`config.mk`:
```
export PLATFORM = sky130hd
export DESIGN_NAME = mole_gen_flat
export DESIGN_NICKNAME = d
export VERILOG_FILES = /design/src/rtl/mole_gen_if.sv /design/src/rtl/mole_gen.sv /design/src/flat_wrapper.sv
export SDC_FILE = /design/constraint.sdc
export NUM_CORES = 1
export LEC_CHECK = 0
export CAP_MARGIN = 20
export CORE_MARGIN = 2
export CORE_UTILIZATION = 45
export DETAILED_ROUTE_END_ITERATION = 10
export GPL_ROUTABILITY_DRIVEN = 0
export PLACE_DENSITY = 0.63
export SYNTH_ARGS = -nofsm -noshare
export SYNTH_HDL_FRONTEND = slang
export SYNTH_SLANG_ARGS = --single-unit
```
`constraint.sdc`:
```
create_clock -name clk -period 2.7 [get_ports clk]
set_clock_uncertainty 0.05 [all_clocks]
set_input_delay 0.27 -clock clk [delete_from_list [all_inputs] [get_ports clk]]
set_output_delay 0.27 -clock clk [all_outputs]
set_load 0.005 [all_outputs]
```
`src/rtl/mole_gen_if.sv`:
```
// Game-side signal bundle of the whack-a-mole generator.
// The generator connects through the slave modport; the player/judge side uses master.
interface mole_gen_if;
    logic       start;
    logic [1:0] level;
    logic       hit;
    logic [7:0] led;
    logic       EN;
    logic [5:0] hit_cnt;
    logic [5:0] miss_cnt;
    logic       done;

    modport master (
        output start, level, hit,
        input  led, EN, hit_cnt, miss_cnt, done
    );

    modport slave (
        input  start, level, hit,
        output led, EN, hit_cnt, miss_cnt, done
    );
endinterface

```
`src/rtl/mole_gen.sv`:
```
// Whack-a-mole generator: shows one LED at a time, separated by blank gaps.
// Each mole ends on a hit or on timeout, and the hits and misses of a game are counted.
module mole_gen #(
    parameter int TICK_DIV  = 16,
    parameter int ROUNDS    = 32,
    parameter int GAP_TICKS = 2
) (
    input  logic      clk,
    input  logic      rst,
    mole_gen_if.slave bus
);

    localparam logic [1:0] IDLE = 2'd0;
    localparam logic [1:0] GAP  = 2'd1;
    localparam logic [1:0] SHOW = 2'd2;
    localparam logic [1:0] DONE = 2'd3;

    localparam logic [15:0] PRESC_LAST  = 16'(TICK_DIV - 1);
    localparam logic [3:0]  GAP_LAST    = 4'(GAP_TICKS - 1);
    localparam logic [5:0]  ROUND_TOTAL = 6'(ROUNDS);
    localparam logic [5:0]  CNT_MAX     = 6'd63;

    logic [1:0]  state;
    logic [15:0] presc;
    logic [3:0]  tick_cnt;
    logic [3:0]  show_last;
    logic [5:0]  round;
    logic [7:0]  lfsr;
    logic [2:0]  prev_pos;
    logic        have_prev;

    logic [7:0]  led;
    logic        en;
    logic [5:0]  hit_cnt;
    logic [5:0]  miss_cnt;
    logic        done;

    logic        tick_end;
    logic        gap_end;
    logic        show_end;
    logic        mole_end;
    logic        last_round;
    logic [2:0]  pos;
    logic [7:0]  lfsr_next;
    logic [5:0]  round_next;

    // Final tick index of a show, i.e. show ticks minus one.
    function automatic logic [3:0] show_last_for(input logic [1:0] lvl);
        case (lvl)
            2'd0:    return 4'd7;
            2'd1:    return 4'd5;
            2'd2:    return 4'd3;
            default: return 4'd1;
        endcase
    endfunction

    // NOTE: every variable gets a value on every path through always_comb, so no latch is inferred.
    always_comb begin
        lfsr_next  = {lfsr[6:0], lfsr[7] ^ lfsr[5] ^ lfsr[4] ^ lfsr[3]};
        tick_end   = (presc == PRESC_LAST);
        gap_end    = tick_end && (tick_cnt == GAP_LAST);
        show_end   = tick_end && (tick_cnt == show_last);
        mole_end   = bus.hit || show_end;
        round_next = round + 6'd1;
        last_round = (round_next == ROUND_TOTAL);
        pos        = lfsr[2:0];
        if (have_prev && (pos == prev_pos))
            pos = pos + 3'd1;
    end

    // NOTE: sequential state uses non-blocking assignments only, so every register samples pre-edge values.
    always_ff @(posedge clk or posedge rst) begin
        if (rst) begin
            state     <= IDLE;
            presc     <= '0;
            tick_cnt  <= '0;
            show_last <= 4'd7;
            round     <= '0;
            lfsr      <= 8'hA5;
            prev_pos  <= '0;
            have_prev <= 1'b0;
            led       <= 8'h00;
            en        <= 1'b1;
            hit_cnt   <= '0;
            miss_cnt  <= '0;
            done      <= 1'b0;
        end else begin
            lfsr <= lfsr_next;
            case (state)
                IDLE, DONE: begin
                    if (bus.start) begin
                        state     <= GAP;
                        presc     <= '0;
                        tick_cnt  <= '0;
                        round     <= '0;
                        hit_cnt   <= '0;
                        miss_cnt  <= '0;
                        have_prev <= 1'b0;
                        done      <= 1'b0;
                    end
                end

                GAP: begin
                    if (gap_end) begin
                        state     <= SHOW;
                        presc     <= '0;
                        tick_cnt  <= '0;
                        led       <= 8'd1 << pos;
                        en        <= 1'b0;
                        prev_pos  <= pos;
                        have_prev <= 1'b1;
                        show_last <= show_last_for(bus.level);
                    end else if (tick_end) begin
                        presc    <= '0;
                        tick_cnt <= tick_cnt + 4'd1;
                    end else begin
                        presc <= presc + 16'd1;
                    end
                end

                SHOW: begin
                    if (mole_end) begin
                        // A hit on the expiry cycle still counts as a hit.
                        if (bus.hit) begin
                            if (hit_cnt != CNT_MAX)
                                hit_cnt <= hit_cnt + 6'd1;
                        end else if (miss_cnt != CNT_MAX) begin
                            miss_cnt <= miss_cnt + 6'd1;
                        end
                        round    <= round_next;
                        led      <= 8'h00;
                        en       <= 1'b1;
                        presc    <= '0;
                        tick_cnt <= '0;
                        state    <= last_round ? DONE : GAP;
                        done     <= last_round;
                    end else if (tick_end) begin
                        presc    <= '0;
                        tick_cnt <= tick_cnt + 4'd1;
                    end else begin
                        presc <= presc + 16'd1;
                    end
                end

                default: state <= IDLE;
            endcase
        end
    end

    assign bus.led      = led;
    assign bus.EN       = en;
    assign bus.hit_cnt  = hit_cnt;
    assign bus.miss_cnt = miss_cnt;
    assign bus.done     = done;

endmodule

```
`src/flat_wrapper.sv`:
```
// flat-port wrapper written by rule: the top's interface ports become plain ports
module mole_gen_flat 
#(
    parameter int TICK_DIV  = 16,
    parameter int ROUNDS    = 32,
    parameter int GAP_TICKS = 2
)
  (clk, rst, bus_start, bus_level, bus_hit, bus_led, bus_EN, bus_hit_cnt, bus_miss_cnt, bus_done);
  mole_gen_if bus_i ();
  input  logic clk;
  input  logic rst;
  input wire logic [$bits(bus_i.start)-1:0] bus_start;
  input wire logic [$bits(bus_i.level)-1:0] bus_level;
  input wire logic [$bits(bus_i.hit)-1:0] bus_hit;
  output wire logic [$bits(bus_i.led)-1:0] bus_led;
  output wire logic [$bits(bus_i.EN)-1:0] bus_EN;
  output wire logic [$bits(bus_i.hit_cnt)-1:0] bus_hit_cnt;
  output wire logic [$bits(bus_i.miss_cnt)-1:0] bus_miss_cnt;
  output wire logic [$bits(bus_i.done)-1:0] bus_done;
  assign bus_i.start = bus_start;
  assign bus_i.level = bus_level;
  assign bus_i.hit = bus_hit;
  assign bus_led = bus_i.led;
  assign bus_EN = bus_i.EN;
  assign bus_hit_cnt = bus_i.hit_cnt;
  assign bus_miss_cnt = bus_i.miss_cnt;
  assign bus_done = bus_i.done;
  mole_gen #(.TICK_DIV(TICK_DIV), .ROUNDS(ROUNDS), .GAP_TICKS(GAP_TICKS)) u_core (.clk(clk), .rst(rst), .bus(bus_i));
endmodule
```
==> results of run 1 <==
## per-layer routing
| metal | track usage [%] | routed length (um) | up-vias |
|---|---|---|---|
| li1 | - | - | 1421 |
| met1 | 26.5 | 3810 | 1425 |
| met2 | 32.4 | 3710 | 32 |
| met3 | 3.01 | 163 | 14 |
| met4 | 9.19 | 177 | 0 |
| met5 | 0 | 0 | - |
## layout make-up
class / count / area share (%)
multi-input combinational: 256 / 42.2
sequential: 64 / 38.1
timing repair buffer: 49 / 10.6
clock buffer: 13 / 3.52
tap: 102 / 3.02
inverter: 17 / 1.51
clock inverter: 3 / 1.01
## kinds of logic after synthesis
kind of cell | count (synthesis) | synth area share (%)
simple gates | 120 | 19.2
compound gates | 99 | 19.4
mux | 15 | 5.05
xor+xnor | 11 | 2.72
fa+ha+maj | 11 | 3.89
flops | 64 | 45.5
buf+inv | 34 | 4.31
## state kept, by name, indices dropped and copies added, names as in the netlist, 3 cells and up
register / count
u_core.bus.hit_cnt: 6
u_core.bus.led: 8
u_core.bus.miss_cnt: 6
u_core.lfsr: 8
u_core.presc: 16
u_core.prev_pos: 3
u_core.round: 6
u_core.tick_cnt: 4
## power by group through the flow
stage	logic, mW	clock network (mW)	registers, mW
2_1_floorplan	0.147	0	1.00
3_3_place_gp	0.217	0	1.00
3_5_place_dp	0.220	0	1.00
4_1_cts	0.222	0.841	0.986
5_1_grt	0.245	0.880	0.987
6_report	0.219	0.820	0.986
## critical path, cell delays in order (launching register included)
cell,delay [ps]
dfrtp_1,430
or4_4,540
or4_4,580
o21a_2,330
o41ai_1,410
a22o_1,170
## worst paths after layout
path,to,slack [ps],cells past startpoint
setup / recovery,u_core.bus.miss_cnt[4]$_DFFE_PP0P_,120,5
hold / removal,u_core.presc[4]$_DFFE_PP0P_,230,2
setup reg to reg,u_core.bus.miss_cnt[4]$_DFFE_PP0P_,120,5
hold reg to reg,u_core.lfsr[7]$_DFF_PP1_,310,0
max in group asynchronous,u_core.bus.EN$_DFFE_PP1P_,1700,3
min in group clk,u_core.lfsr[7]$_DFF_PP1_,310,0
## timing repair
action,in CTS,in global routing
setup endpoints to repair,0,6
gates resized for setup,0,2
buffers inserted,0,0
## synthesized netlist by cell type, drive strengths merged (5+ instances only)
| library cell | count |
|---|---|
| a21oi | 8 |
| a22o | 7 |
| a31oi | 8 |
| and3 | 5 |
| and4 | 6 |
| buf | 5 |
| clkbuf | 12 |
| dfrtp | 57 |
| dfstp | 7 |
| ha | 11 |
| inv | 17 |
| mux2 | 11 |
| nand2 | 31 |
| nand2b | 7 |
| nand3 | 18 |
| nand3b | 5 |
| nand4 | 9 |
| nor2 | 8 |
| nor4 | 8 |
| o21ai | 34 |
| o2bb2ai | 5 |
| or4 | 5 |
| xnor2 | 9 |
## cells in the final DEF, fill, tap and decap left out, types with 6 or more instances in the layout
| cell | synthesis | final |
|---|---|---|
| a21oi_1 | 8 | 8 |
| a22o_1 | 7 | 7 |
| a31oi_1 | 8 | 8 |
| and4_1 | 6 | 6 |
| buf_4 | 0 | 21 |
| clkbuf_8 | 0 | 10 |
| clkdlybuf4s50_1 | 0 | 27 |
| dfrtp_1 | 57 | 57 |
| dfstp_2 | 7 | 7 |
| ha_1 | 11 | 11 |
| inv_1 | 17 | 16 |
| mux2_1 | 6 | 6 |
| nand2_1 | 31 | 31 |
| nand2b_1 | 7 | 6 |
| nand3_1 | 18 | 18 |
| nand4_1 | 9 | 9 |
| nor2_1 | 8 | 7 |
| nor4_1 | 8 | 8 |
| o21ai_0 | 25 | 25 |
| o21ai_1 | 8 | 8 |
| xnor2_1 | 9 | 9 |
==> metrics, run 1 <==
register bit total from synthesis 64; Clock Path Buffers 2; largest net degree at the start of global routing 42; Starting DRT DRC Count 175; initial antenna violation count 0; final std cells w/o fill 504; Layout area overhead 19.3%; Worst-Margin Slew 686 ps; dpl hpwl 5490 um; Placed Area 4030 um^2; Tot GR Track Use 20.0%; Avg Inst Size Synth 10.0 um^2; CTS tree done; net switching fraction of the power 25.2%; vias per cell 5.74; maximum capacitance violations 0; Crit. End Element register; flip-flop and latch area 1610 um^2; first-pass GRT wire length 13600 um; placed cells 488; DRC Markers 0; number of diodes 0; hold_ws 230 ps; final worst slack 125 ps; Post-Syn Area 3540 um^2; setup TNS 0 ps; period utilization 95.4%; CTS root buf clkbuf_8; port bufs 27; CTS hold repair buffers 0; crit path launch u_core.presc[11]$_DFFE_PP0P_; DRT antenna net count 0; fmax 0.388 GHz; Post-synth EDFFs 0; vias in the first global route 2784; data arrival time of the worst path 2820 ps; Syn Nets 371; Fill cells 710; number of CTS-inserted buffers 9; worst min-delay path category in2async; dominant synthesized flop cell dfrtp_1; most area-consuming cells after synthesis dfrtp_1 (40%), dfstp_2 (5.2%), ha_1 (3.9%); clock sink total 64; VDD IR-drop max 0.339 mV; Tmin final 2580 ps; Leak 1.80 nW; status completed; via count 2892; final wirelength 7860 um; final net count 414; register share of total power 48.7%; PD cells 479 nW/um^2; fraction of layout cells with a size suffix above 1 14.2%; Placement Rows 32; Final Cell Area 4230 um^2; Clk network pwr share 40.5%; critical path peak fanout 15; Slew headroom 54.0%; Clock transition at path regs 70 ps; Die ar. 8600 um^2; 1st-pass router iterations 4; CP startpoint kind register; Final setup viols 0; register area share after synthesis 45.5%; Pint 1.52 mW; ys async rst share 100%; final core utilization 55.0%; YS warnings 0; Final Power 2.02 mW; Initial Utilization 46.1%; drt wl/cell 15.6 um; Placement Setup Slack 120 ps; IO Pins 28; Sw Pwr 0.509 mW; Comb power frac 10.8%; post-synthesis cell count 354; clk_lat worst skew 350 ps; area of the multi-input gates 1780 um^2; RSZ-0062 raised after global routing no; core area 7690 um^2; Synth area leader dfrtp_1; WS Path Type reg2reg; Slew Viols, Final 0; Worst Path Required 2940 ps; Yosys top cell area share 40.3%; r2r startpoint u_core.presc[11]$_DFFE_PP0P_; htree depth 3; Die X 92.7 um; Cell variety after synth 57; aggregate global routing overflow 0; Vert. Die Dim 92.7 um; Hold Vio Cnt, Final 0
Power figures use the tool's default switching activity.
==> inputs of run 2 (changes only) <==
--- a/config.mk
+++ b/config.mk
@@ -10,7 +10,7 @@
 export CORE_UTILIZATION = 45
 export DETAILED_ROUTE_END_ITERATION = 10
 export GPL_ROUTABILITY_DRIVEN = 0
-export PLACE_DENSITY = 0.63
+export PLACE_DENSITY_LB_ADDON = 0.1
 export SYNTH_ARGS = -nofsm -noshare
 export SYNTH_HDL_FRONTEND = slang
 export SYNTH_SLANG_ARGS = --single-unit
==> metrics, run 2 (same netlist as run 1, synthesis figures left out) <==
CP max stage delay 560 ps (-20 ps); vias per cell 5.69 (-0.92%); Die X 92.7 um (unchanged); setup TNS 0 ps (unchanged); number of diodes 0 (unchanged); Top delay family on crit path simple AND/OR/NAND/NOR gates; data arrival time of the worst path 2740 ps (-80 ps); number of CTS-inserted buffers 9 (unchanged); dpl hpwl 5460 um (-0.60%); clock sink total 64 (unchanged); Slew Viols, Final 0 (unchanged); Worst Path Required 2880 ps (-60 ps); Buf/Inv on CP 1 (+1); aggregate global routing overflow 0 (unchanged); Slew headroom 47.2% (-6.8 points); crit path max-delay cell type or4_4; Die ar. 8600 um^2 (unchanged); reg2reg end u_core.bus.led[3]$_DFFE_PP0P_; final worst slack 135 ps (+9.94 ps); vias in the first global route 2797 (+0.47%); Worst-Margin Slew 789 ps (+102 ps); DRC Markers 0 (unchanged); fraction of layout cells with a size suffix above 1 14.0% (-0.18 points); hold_ws 261 ps (+30.7 ps); PD cells 507 nW/um^2 (+5.9%); Initial Utilization 46.1% (unchanged); status completed; Placement Setup Slack 164 ps (+43.8 ps); final net count 412 (-0.48%); period utilization 95.0% (-0.37 points); core area 7690 um^2 (unchanged); clk_lat worst skew 350 ps (about the same); initial antenna violation count 0 (unchanged); htree depth 3 (unchanged); CP startpoint kind register; r2r startpoint u_core.presc[5]$_DFFE_PP0P_; IO Pins 28 (unchanged); RSZ-0062 raised after global routing no; maximum capacitance violations 0 (unchanged); top flop regs u_core.presc (16), u_core.bus.led (8), u_core.lfsr (8); 1st-pass router iterations 4 (unchanged); Placement Rows 32 (unchanged); max FFs per register 16 (unchanged); worst min-delay path category in2async; largest net degree at the start of global routing 39 (-7.1%); reg2reg path depth 6 (+1); FF-to-FF setup slack 130 ps (about the same); Top reg by flops u_core.presc; Setup crit end u_core.bus.led[3]$_DFFE_PP0P_; Hold Vio Cnt, Final 0 (unchanged); post-CTS setup buffer count 0 (unchanged); CTS hold repair buffers 0 (unchanged); Final setup viols 0 (unchanged); placed cells 486 (-0.41%); Tmin final 2570 ps (-9.95 ps); VDD IR-drop max 0.311 mV (-8.3%); CTS tree done; first-pass GRT wire length 13800 um (+1.6%); Vert. Die Dim 92.7 um (unchanged); CP cell instances or4_1 > or4_4 > o21ai_4 > nand3b_1 > buf_4 > mux2_1; Crit. End Element register; Final Power 2.15 mW (+6.3%); fmax 0.390 GHz (+0.39%); via count 2854 (-1.3%); WP depth 6 (+1); Clock transition at path regs 70 ps (about the same); commonest non-fill, non-tap cell in the layout dfrtp_1; Clock Path Buffers 2 (unchanged); port bufs 27 (unchanged); WS Path Type reg2reg; drt wl/cell 15.8 um (+1.3%); final std cells w/o fill 502 (-0.40%); final wirelength 7930 um (+0.87%); most frequent cells in the layout dfrtp_1 (57), nand2_1 (31), clkdlybuf4s50_1 (27); Leak 1.81 nW (+0.35%); CTS root buf clkbuf_8; critical path peak fanout 10 (-5); Layout area overhead 19.8%; CTS resizes 0 (unchanged); Tot GR Track Use 20.4% (+0.41 points); DRT antenna net count 0 (unchanged); crit path launch u_core.presc[5]$_DFFE_PP0P_; Starting DRT DRC Count 113 (-35%)
## run 2: changes by cell type in the layout (fill, tap and decap cells not counted), sizes merged
| cell | change |
|---|---|
| clkbuf | -3 |
| buf | -2 |
| bufinv | +1 |
| clkinv | +1 |
| clkinvlp | +1 |
## run 2: worst reg2reg max path, stage by stage, from the launching register on
cell      delay [ps]
dfrtp_1          440
or4_1            550
or4_4            560
o21ai_4          220
nand3b_1         110
buf_4            200
mux2_1           330
## run 2: through the flow
step	utilization [%]	instance area, um^2
after floorplan	-	3540
after global placement	52.2	4010
after detailed placement	52.2	4010
after CTS	55.2	4240
after global routing	55.2	4240
final	55.2	4240
## run 2: worst min-delay path by stage
stage,from,end,slack (ps),depth (start not counted)
after floorplan,u_core.lfsr[6]$_DFF_PP0_,u_core.lfsr[7]$_DFF_PP1_,280,0
after global placement,u_core.lfsr[6]$_DFF_PP0_,u_core.lfsr[7]$_DFF_PP1_,290,0
after detailed placement,u_core.lfsr[6]$_DFF_PP0_,u_core.lfsr[7]$_DFF_PP1_,290,0
after CTS,rst,u_core.presc[0]$_DFFE_PP0P_,280,2
after global routing,u_core.lfsr[6]$_DFF_PP0_,u_core.lfsr[7]$_DFF_PP1_,310,0
final,rst,u_core.tick_cnt[1]$_DFFE_PP0P_,260,2
## run 2: layout make-up
class | count | area (um^2)
fillers | 717 | 3440
well taps | 102 | 128
clock inverters | 6 | 92.6
clock buffers | 10 | 138
multi-input cells | 256 | 1780
repair buffers | 47 | 433
inverters | 17 | 63.8
flip-flops and latches | 64 | 1610
## run 2: layer usage
layer,track usage [%],up-vias,routed length (um)
met5,0,-,0
met4,8.95,0,149
met3,3.17,11,315
met2,31.0,45,3620
met1,29.0,1372,3840
li1,-,1426,-
## run 2: where the power goes
group | internal [mW] | switching, mW | leakage, nW
registers | 0.973 | 0.0126 | 0.828
clock network | 0.548 | 0.406 | 0.109
logic | 0.0869 | 0.127 | 0.869
==> RTL edit (flow settings as in run 1) <==
Make the reset (`rst`) synchronous in one clocked block.
--- a/src/rtl/mole_gen.sv
+++ b/src/rtl/mole_gen.sv
@@ -69,7 +69,7 @@
     end
 
     // NOTE: sequential state uses non-blocking assignments only, so every register samples pre-edge values.
-    always_ff @(posedge clk or posedge rst) begin
+    always_ff @(posedge clk) begin
         if (rst) begin
             state     <= IDLE;
             presc     <= '0;
Function: same outputs for any inputs over 10 cycles, from zero or initial values and one cycle with rst high; that may be too few to reach the edited logic, so the function may still have changed.
==> RTL edit against run 1 <==
Design area shrank 0.59%. First-iteration DRC count is 38% lower. Count of clock-buffer cells in the layout is 4 lower. Area after synthesis grew 0.95%. Global-route usage up 0.43 points. Sequential cell count did not move. Via count grew 12%. Sequential share of layout area decreased by 7.6 points. Wire length rose by 6.3%. Hold slack improved by 0.14 ns. Setup slack improved by 0.081 ns. Synthesized cell count is 22% higher. Final cell count up 12%. Critical path type unchanged. Highest routed layer unchanged.
Power is not compared: it rests on default switching activity, and its combinational part moved more than twofold at a synthesized area within 25%.
==> RTL edit: results <==
{
  "cts_buffer_depth": 2,
  "dr.pass1.iters": 4,
  "mappedNetlistNets": 448,
  "async_flop_share_pct": 0,
  "r2r_end": "u_core.tick_cnt[2]",
  "wire_per_inst_um": 14.8,
  "grt_pass1_vias": 2968,
  "grt_max_degree": 34,
  "drtIter0Drc": 108,
  "hp-class": "reg -> reg",
  "portBuffers": 27,
  "min-delay-start": "u_core.lfsr[6]",
  "arrival_ns": 2.67,
  "worstSkewPairLatency_ns": 0.34,
  "synth_ff_type": "dfxtp_1",
  "drive_gt1_share_pct": 10.6,
  "grt_pass1_wl_um": 14300,
  "nFillCells": 726,
  "post-cts-setup-buffers": 0,
  "ff2ff_setup_slack_ns": 0.21,
  "hold_end": "u_core.lfsr[7]",
  "reg2reg_from": "u_core.presc[5]",
  "grt.total_usage_pct": 20.4,
  "yosys_warnings": 0,
  "netlist_top_cells_area": "dfxtp_1 36%, nand3_1 4.2%, a21oi_1 3.9%",
  "status": "completed",
  "cts-root-buf": "clkbuf_8",
  "critPathMaxFanout": 9,
  "hpwl_um": 5850,
  "antenna_found_initial": 0,
  "viasPerCell": 5.72,
  "worstMarginPinSlew_ns": 0.712,
  "top_regs": "u_core.presc x16, u_core.bus.led x8, u_core.lfsr x8",
  "hold_depth": 1,
  "hold_slack_ns": 0.371,
  "cts-buffers-inserted": 9,
  "nNetsFinal": 475,
  "clk_pin_slew_ns": 0.08,
  "ys_types": 59,
  "crit_type": "reg -> reg",
  "synth_common_cells": "64 x dfxtp_1, 33 x nand2_1, 30 x nand3_1",
  "ys_seq_area_share_pct": 35.8
}
-- RTL edit: worst max path at each step --
stage / endpoint / slack, ns / cells after the start
floorplan: u_core.tick_cnt[2] / 0.49 / 7
global placement: u_core.tick_cnt[2] / 0.25 / 5
detailed placement: u_core.tick_cnt[2] / 0.22 / 5
CTS: u_core.tick_cnt[2] / 0.22 / 5
global route: u_core.state[1] / 0.03 / 5
finish: u_core.tick_cnt[2] / 0.21 / 5
-- RTL edit: metal layers --
layer | track usage, % | vias to the layer above | part of all wire [%]
met5 | 0 | - | 0
li1 | - | 1658 | -
met2 | 30.9 | 59 | 44
met4 | 7.84 | 0 | 1.7
met3 | 4.03 | 12 | 3.6
met1 | 28.7 | 1502 | 51
-- RTL edit: final cells by class --
class | count | area, µm² | area share, %
multi-input combinational | 328 | 2140 | 50.9
inverter | 11 | 41.3 | 0.983
timing repair buffer | 44 | 393 | 9.35
clock inverter | 7 | 95.1 | 2.26
tap | 102 | 128 | 3.04
sequential | 64 | 1280 | 30.5
clock buffer | 9 | 124 | 2.95
-- RTL edit: cells by family after synthesis --
family	Yosys count	share of synthesized area, %
simple gates	181	28.0
compound gates	111	21.3
flops	64	35.8
buf+inv	39	4.37
mux	15	4.23
fa+ha+maj	11	3.85
xor+xnor	10	2.45
-- RTL edit: critical path, cell delays in order (launching register included) --
cell,delay [ns]
dfxtp_1,0.36
or4_1,0.69
nor4_4,0.45
a211o_1,0.40
a21oi_1,0.11
a221o_1,0.33
-- RTL edit: where the power goes --
group / total, mW / switching [mW] / internal, mW
sequential: 1.02 / 0.0385 / 0.982
combinational: 0.619 / 0.382 / 0.238
clock: 0.913 / 0.392 / 0.521
-- RTL edit: through the flow --
step | setup slack (ns) | power (mW) | utilization, % | instance area, µm² | instances
floorplan | 0.486 | 1.45 | - | 3580 | 431
global placement | 0.252 | 1.64 | 51.5 | 3980 | 549
detailed placement | 0.218 | 1.66 | 51.5 | 3980 | 549
CTS | 0.217 | 2.57 | 54.4 | 4200 | 565
global route | 0.0314 | 2.69 | 54.4 | 4200 | 565
finish | 0.206 | 2.55 | 54.4 | 4200 | 565
